**src/rtl/cmos_ddr_pkg.sv**
```systemverilog
// cmos_ddr_pkg: shared widths, FSM encoding and DVP byte-pair to RGB565 helper for the capture writer.
package cmos_ddr_pkg;
    localparam int PIX_W        = 16;
    localparam int WORD_W       = 64;
    localparam int PIX_PER_WORD = 4;

    typedef enum logic [1:0] {WAIT_INIT, SKIP, ACTIVE} state_t;

    // b0 = R[4:0]G[5:3], b1 = G[2:0]B[4:0]; result is {B,G,R} as the display reader expects
    function automatic logic [PIX_W-1:0] rgb565_to_bgr(input logic [7:0] b0, input logic [7:0] b1);
        return {b1[4:0], b0[2:0], b1[7:5], b0[7:3]};
    endfunction
endpackage

```
**src/rtl/cmos_byte2pix.sv**
```systemverilog
// cmos_byte2pix: registers the DVP inputs, pairs bytes into RGB565 pixels and flags sync edges.
module cmos_byte2pix
    import cmos_ddr_pkg::*;
(
    input  logic             cmos_clk,
    input  logic             cmos_rst_n,
    input  logic             cmos_vsync,
    input  logic             cmos_href,
    input  logic [7:0]       cmos_data,
    output logic             pix_valid,
    output logic [PIX_W-1:0] pix,
    output logic             vsync_rise,
    output logic             href_fall,
    output logic             href_act,
    output logic             phase_odd
);
    logic       vsync_q, vsync_prev_q, href_q, href_prev_q, phase_q, phase_d;
    logic [7:0] data_q, b0_q, b0_d;

    always_comb begin
        vsync_rise = vsync_q & ~vsync_prev_q;
        href_fall  = href_prev_q & ~href_q;
        phase_d    = href_q & ~phase_q & ~vsync_rise;
        b0_d       = (href_q & ~phase_q) ? data_q : b0_q;
        pix_valid  = href_q & phase_q;
        pix        = rgb565_to_bgr(b0_q, data_q);
    end

    assign href_act  = href_q;
    assign phase_odd = phase_q;

    always_ff @(posedge cmos_clk or negedge cmos_rst_n) begin
        if (!cmos_rst_n) begin
            vsync_q      <= 1'b0;
            vsync_prev_q <= 1'b0;
            href_q       <= 1'b0;
            href_prev_q  <= 1'b0;
            data_q       <= 8'd0;
            phase_q      <= 1'b0;
            b0_q         <= 8'd0;
        end else begin
            vsync_q      <= cmos_vsync;
            vsync_prev_q <= vsync_q;
            href_q       <= cmos_href;
            href_prev_q  <= href_q;
            data_q       <= cmos_data;
            phase_q      <= phase_d;
            b0_q         <= b0_d;
        end
    end
endmodule

```
**src/rtl/cmos_ddr_pack.sv**
```systemverilog
// cmos_ddr_pack: packs camera RGB565 pixels four per 64-bit word into the DDR write FIFO,
// skipping the first frames after DDR init and flagging overflow and malformed lines.
module cmos_ddr_pack
    import cmos_ddr_pkg::*;
#(
    parameter int H_ACTIVE    = 640,
    parameter int V_ACTIVE    = 480,
    parameter int SKIP_FRAMES = 10
) (
    input  logic              cmos_clk,
    input  logic              cmos_rst_n,
    input  logic              ddr_init_done,
    input  logic              cmos_vsync,
    input  logic              cmos_href,
    input  logic [7:0]        cmos_data,
    input  logic              ddr_wfull,
    output logic              ddr_wren,
    output logic [WORD_W-1:0] ddr_wdata,
    output logic              frame_start,
    output logic              frame_done,
    output logic              ovf_err,
    output logic              line_err
);
    localparam int LINE_W = $clog2(V_ACTIVE + 1);

    logic                  pix_valid, vsync_rise, href_fall, href_act, phase_odd, take;
    logic [PIX_W-1:0]      pix;
    state_t                state_q, state_d;
    logic [7:0]            skip_cnt_q, skip_cnt_d;
    logic [LINE_W-1:0]     line_cnt_q, line_cnt_d;
    logic [10:0]           pix_cnt_q, pix_cnt_d;
    logic [1:0]            slot_q, slot_d;
    logic [3*PIX_W-1:0]    acc_q, acc_d;
    logic [WORD_W-1:0]     wdata_q, wdata_d;
    logic                  wren_q, wren_d, last_q, last_d;
    logic                  frame_start_q, frame_start_d, frame_done_q, frame_done_d;
    logic                  ovf_err_q, ovf_err_d, line_err_q, line_err_d;

    cmos_byte2pix u_byte2pix (
        .cmos_clk   (cmos_clk),
        .cmos_rst_n (cmos_rst_n),
        .cmos_vsync (cmos_vsync),
        .cmos_href  (cmos_href),
        .cmos_data  (cmos_data),
        .pix_valid  (pix_valid),
        .pix        (pix),
        .vsync_rise (vsync_rise),
        .href_fall  (href_fall),
        .href_act   (href_act),
        .phase_odd  (phase_odd)
    );

    always_comb begin
        state_d       = state_q;
        skip_cnt_d    = skip_cnt_q;
        line_cnt_d    = line_cnt_q;
        pix_cnt_d     = pix_cnt_q;
        slot_d        = slot_q;
        acc_d         = acc_q;
        wdata_d       = wdata_q;
        wren_d        = 1'b0;
        last_d        = 1'b0;
        frame_start_d = 1'b0;
        frame_done_d  = last_q;
        ovf_err_d     = ovf_err_q | (wren_q & ddr_wfull);
        line_err_d    = line_err_q;
        take          = (state_q == ACTIVE) && pix_valid && (pix_cnt_q < 11'(H_ACTIVE))
                        && (line_cnt_q < LINE_W'(V_ACTIVE));
        if (!ddr_init_done) begin
            state_d    = WAIT_INIT;
            skip_cnt_d = '0;
            line_cnt_d = '0;
            pix_cnt_d  = '0;
            slot_d     = '0;
        end else if (state_q == WAIT_INIT) begin
            state_d = SKIP;
        end else if (state_q == SKIP) begin
            if (vsync_rise) begin
                state_d       = (skip_cnt_q >= 8'(SKIP_FRAMES)) ? ACTIVE : SKIP;
                frame_start_d = skip_cnt_q >= 8'(SKIP_FRAMES);
                skip_cnt_d    = skip_cnt_q + {7'd0, skip_cnt_q < 8'(SKIP_FRAMES)};
            end
        end else if (vsync_rise) begin
            // a vsync inside a line abandons whatever was half-packed
            frame_start_d = 1'b1;
            line_cnt_d    = '0;
            pix_cnt_d     = '0;
            slot_d        = '0;
            line_err_d    = line_err_q | href_act;
        end else if (href_fall) begin
            line_cnt_d = line_cnt_q + LINE_W'((pix_cnt_q != 11'd0) && (line_cnt_q < LINE_W'(V_ACTIVE)));
            pix_cnt_d  = '0;
            slot_d     = '0;
            line_err_d = line_err_q | (slot_q != 2'd0) | phase_odd;
        end else if (pix_valid) begin
            pix_cnt_d = pix_cnt_q + {10'd0, pix_cnt_q != 11'h7FF};
            if (take) begin
                slot_d  = slot_q + 2'd1;
                acc_d   = (slot_q == 2'd0) ? {pix, acc_q[31:0]} :
                          (slot_q == 2'd1) ? {acc_q[47:32], pix, acc_q[15:0]} :
                                             {acc_q[47:16], pix};
                wren_d  = slot_q == 2'd3;
                wdata_d = (slot_q == 2'd3) ? {acc_q, pix} : wdata_q;
                last_d  = (slot_q == 2'd3) && (line_cnt_q == LINE_W'(V_ACTIVE - 1))
                          && (pix_cnt_q == 11'(H_ACTIVE - 1));
            end
        end
    end

    always_ff @(posedge cmos_clk or negedge cmos_rst_n) begin
        if (!cmos_rst_n) begin
            state_q       <= WAIT_INIT;
            skip_cnt_q    <= '0;
            line_cnt_q    <= '0;
            pix_cnt_q     <= '0;
            slot_q        <= '0;
            acc_q         <= '0;
            wdata_q       <= '0;
            wren_q        <= 1'b0;
            last_q        <= 1'b0;
            frame_start_q <= 1'b0;
            frame_done_q  <= 1'b0;
            ovf_err_q     <= 1'b0;
            line_err_q    <= 1'b0;
        end else begin
            state_q       <= state_d;
            skip_cnt_q    <= skip_cnt_d;
            line_cnt_q    <= line_cnt_d;
            pix_cnt_q     <= pix_cnt_d;
            slot_q        <= slot_d;
            acc_q         <= acc_d;
            wdata_q       <= wdata_d;
            wren_q        <= wren_d;
            last_q        <= last_d;
            frame_start_q <= frame_start_d;
            frame_done_q  <= frame_done_d;
            ovf_err_q     <= ovf_err_d;
            line_err_q    <= line_err_d;
        end
    end

    // a full FIFO in the strobe cycle swallows the word; packing carries on
    assign ddr_wren    = wren_q & ~ddr_wfull;
    assign ddr_wdata   = wdata_q;
    assign frame_start = frame_start_q;
    assign frame_done  = frame_done_q;
    assign ovf_err     = ovf_err_q;
    assign line_err    = line_err_q;
endmodule

```
**config.mk**
```make
export PLATFORM = sky130hd
export DESIGN_NAME = cmos_ddr_pack
export DESIGN_NICKNAME = d
export VERILOG_FILES = /design/src/rtl/cmos_ddr_pkg.sv /design/src/rtl/cmos_byte2pix.sv /design/src/rtl/cmos_ddr_pack.sv
export SDC_FILE = /design/constraint.sdc
export NUM_CORES = 1
export LEC_CHECK = 0
export BUFFER_PORTS_ARGS = -buffer_cell sky130_fd_sc_hd__buf_2
export CAP_MARGIN = 10
export CELL_PAD_IN_SITES_DETAIL_PLACEMENT = 0
export CELL_PAD_IN_SITES_GLOBAL_PLACEMENT = 1
export CORE_ASPECT_RATIO = 1.4
export CORE_UTILIZATION = 43
export DETAILED_ROUTE_END_ITERATION = 6
export GPL_TIMING_DRIVEN = 0
export PLACE_DENSITY_LB_ADDON = 0.1
export SKIP_LAST_GASP = 1
export SYNTH_ARGS = -nofsm -noshare
export SYNTH_HDL_FRONTEND = slang
export SYNTH_HIERARCHICAL = 1
export SYNTH_SLANG_ARGS = --single-unit
```
**constraint.sdc**
```tcl
create_clock -name cmos_clk -period 2.2 [get_ports cmos_clk]
set_clock_uncertainty 0.2 [all_clocks]
set_input_delay 0.11 -clock cmos_clk [delete_from_list [all_inputs] [get_ports cmos_clk]]
set_output_delay 0.11 -clock cmos_clk [all_outputs]
set_load 0.05 [all_outputs]
```
==> summary.txt <==
Run status
  – Outcome: finished with violations
  – Failing checks: negative setup slack

Global route
  – GRT met3 Usage: 4.15%
  – GRT Util Overall: 19.6%
  – GRT busiest layer: met2
  – Grt ovf: 0
  – Vias in the first global route: 4644
  – Largest net degree at the start of global routing: 125
  – First-pass GRT wire length: 24600 um
  – Initial antenna violation count: 0
  – Global-route track usage on met2: 33.5%
  – GR Util met1: 23.9%

Timing
  – Final worst slack: -0.122 ns
  – Fin crit share: 106%
  – Setup Viol. Count Final: 42
  – Final Max Tran Viols: 0
  – Fmax: 431 MHz
  – Min cycle time layout: 2.32 ns
  – Worst Max-Slew Pin Slew: 0.624 ns
  – WHS: 0.123 ns
  – Unrepaired setup endpoints after global routing: true
  – Final Hold Violating Endpoints: 0
  – Relative slew slack: 58.4%

Power and ir drop
  – Peak VDD IR: 0.590 mV
  – Leakage Power: 0.00458 uW
  – PD cells: 702 nW/um^2

Critical path
  – CP Buf/Inv Count: 1
  – Largest fanout on the critical path: 5
  – Crit path largest cell delay: 0.58 ns
  – Critical Path AT: 2.42 ns
  – Top cell family by delay on the critical path: simple AND/OR/NAND/NOR gates
  – Worst Setup End Kind: flip-flop
  – Worst setup SP type: flip-flop
  – Required @ worst endpoint: 2.30 ns
  – CP dominant cell by count: ha_4
  – Type of the worst setup path: flip-flop to flip-flop
  – Worst-path cell chain: buf_6 > nand4_1 > or4_4 > ha_4 > ha_4 > nand3_1 > a21oi_1 > xnor2_1 > nor2_1
  – Slowest cell on the critical path: or4_4

Cells and area
  – Final layout net count: 660
  – Area grow syn2layout: 31.3%
  – Share of post-route cells with drive strength above 1: 50.2%
  – # diodes: 0
  – Reg area: 4290 um^2
  – Area of the multi-input gates: 2880 um^2
  – Fill count: 1305

Synthesis
  – Fraction of registers with async set/reset: 100%
  – Synth Register Bits: 171
  – Synth Instances: 496
  – Syn Std Cell Area: 6980 um^2
  – Post-synthesis cell type count: 45
  – Avg Cell Area, Syn: 14.1 um^2
  – Synth Flop Type: dfrtp_1
  – Number of flops mapped to enable cells by yosys: 0
  – Syn Nets: 519
  – Yosys warning count: 6
  – Register area share after synthesis: 61.3%

Run
  – Max Cap Violations: 0

Floorplan
  – # IOs: 83
  – Initial Util: 44.4%
  – Die Ht: 153 um
  – Die width: 110 um
  – Die area: 16800 um^2
  – Site row count: 54
  – Core area: 15700 um^2

Detailed routing
  – First-pass DRT Iterations: 4
  – Starting DRC count in detailed routing: 142
  – DRT Wirelength: 15400 um
  – Vias per cell: 5.18
  – ANT nets after route: 0
  – Via count: 4379
  – Routed wire length per instance: 18.1 um
  – # DRC: 0

Clock network
  – Clock sinks: 171
  – Clock Path Buffers: 2
  – Clock Latency Late Sink: 0.43 ns
  – CTS tree: yes
  – Clock slew at reported path FFs: 0.06 ns
  – H-tree Lvls: 4
  – Total CTS buffers: 17
  – Root Buffer: clkbuf_16

Placed design
  – Hpwl dp: 9560 um
  – Port bufs: 82
  – Setup slack at placement: -0.358 ns
  – Routability cong.: 0.828

Min path
  – Min-delay worst type: primary input to flip-flop
## metal layers
metal	share of wire [%]	vias up	wire length, um
met5	0	-	0
met2	53	70	8110
met3	2.7	18	408
met1	43	2251	6590
met4	1.6	0	246
li1	-	2040	-
## cells in the final DEF (no fill, tap or decap), drive strengths merged, types with 3 or more instances in the layout
cell           n
dfrtp        171
buf          126
mux2         120
clkbuf        31
nand2         22
xnor2         19
nor2          18
inv           15
dlygate4sd3   13
nand3         12
o21ai         10
nor2b          9
ha             9
nand4          8
and2           8
a21oi          6
a2111oi        5
nor4           5
a211oi         5
clkinvlp       4
and4           3
a21boi         3
## worst reg2reg max path, stage by stage (launching register included)
cell     delay, ns
dfrtp_2       0.40
buf_6         0.12
nand4_1       0.13
or4_4         0.58
ha_4          0.20
ha_4          0.18
nand3_1       0.10
a21oi_1       0.06
xnor2_1       0.18
nor2_1        0.05
## timing repair
action	in CTS	in global routing
hold endpoints to repair	182	0
gates cloned	2	1
setup endpoints to repair	128	124
gates resized for setup	67	60
buffers inserted	20	9
hold buffers	13	0
pin swaps	14	27
## synth_stat cells, types with 2 or more instances
cell type	count	area, um^2
nor2b_1	8	50.1
dfrtp_1	171	4280
nor3_1	2	10.0
xnor2_1	19	166
o21ai_0	10	50.1
a211oi_1	5	37.5
nand3_1	12	60.1
inv_1	14	52.6
buf_6	7	78.8
or4_1	2	15.0
and3_1	2	12.5
nand4_1	8	50.1
a2111oi_0	5	43.8
and4_1	2	17.5
mux2i_1	2	20.0
a21boi_0	3	22.5
mux2_4	8	120
a21oi_1	6	30.0
a31oi_1	2	12.5
nand2_1	22	82.6
nor2_1	18	67.6
and2_1	7	43.8
ha_1	9	113
a21o_1	2	15.0
nor4_1	5	31.3
a22oi_1	2	15.0
clkbuf_1	7	26.3
mux2_2	112	1260
buf_2	8	40.0
## report_power, final
part | total (uW) | switching (uW) | internal (uW)
registers | 3240 | 51.4 | 3180
clock network | 2980 | 1200 | 1780
logic | 220 | 125 | 94.8
total | 6440 | 1380 | 5060
## final timing paths
check                                   start       endpoint  slack (ns)  cells after the start
min in group asynchronous          cmos_rst_n  ddr_wdata[49]        0.52                      3
worst min-delay path            ddr_init_done   pix_cnt_q[6]        0.12                      4
worst min register to register   frame_done_d     frame_done        0.15                      0
worst max register to register   pix_cnt_q[2]   pix_cnt_q[4]       -0.12                      9
max in group asynchronous          cmos_rst_n   pix_cnt_q[8]        0.32                      4
worst max-delay path             pix_cnt_q[2]   pix_cnt_q[4]       -0.12                      9
## registers in the layout, summed over array words and instances (netlist names), 2 cells and up
name	flops
acc_q	48
ddr_wdata	64
line_cnt_q	9
pix_cnt_q	11
skip_cnt_q	8
slot_q	2
state_q	2
u_byte2pix/b0_q	8
u_byte2pix/data_q	8
## per-stage QoR
| stage | area (um^2) | setup TNS [ns] | instances | power, uW | utilization (%) |
|---|---|---|---|---|---|
| final | 9170 | -2.56 | 846 | 6440 | 58.2 |
| after global routing | 9170 | -7.45 | 846 | 6670 | 58.2 |
| after CTS | 8860 | -4.58 | 839 | 6510 | 56.3 |
| after detailed placement | 7710 | -21.65 | 775 | 3480 | 49.0 |
| after global placement | 7680 | -319.95 | 774 | 3470 | 48.8 |
| after floorplan | 7020 | -0.193 | 496 | 3360 | - |
## final cells by class
type / instances / share of cell area, %
buffer: 18 / 2.05
multi-input combinational: 288 / 31.4
sequential: 171 / 46.8
tap: 196 / 2.68
timing repair buffer: 127 / 9.88
inverter: 14 / 0.628
clock inverter: 7 / 0.846
clock buffer: 25 / 5.73
## cell families (layout without fill, tap and decap cells)
kind of cell / after synthesis / after routing / share of synthesized area, %
compound gates: 41 / 41 / 4.03
xor+xnor: 19 / 19 / 2.38
fa+ha+maj: 9 / 9 / 1.61
buf+inv: 37 / 191 / 2.90
flops: 171 / 171 / 61.3
mux: 122 / 122 / 20.1
simple gates: 97 / 97 / 7.72
Note: power is estimated with default switching activity, not from simulation.
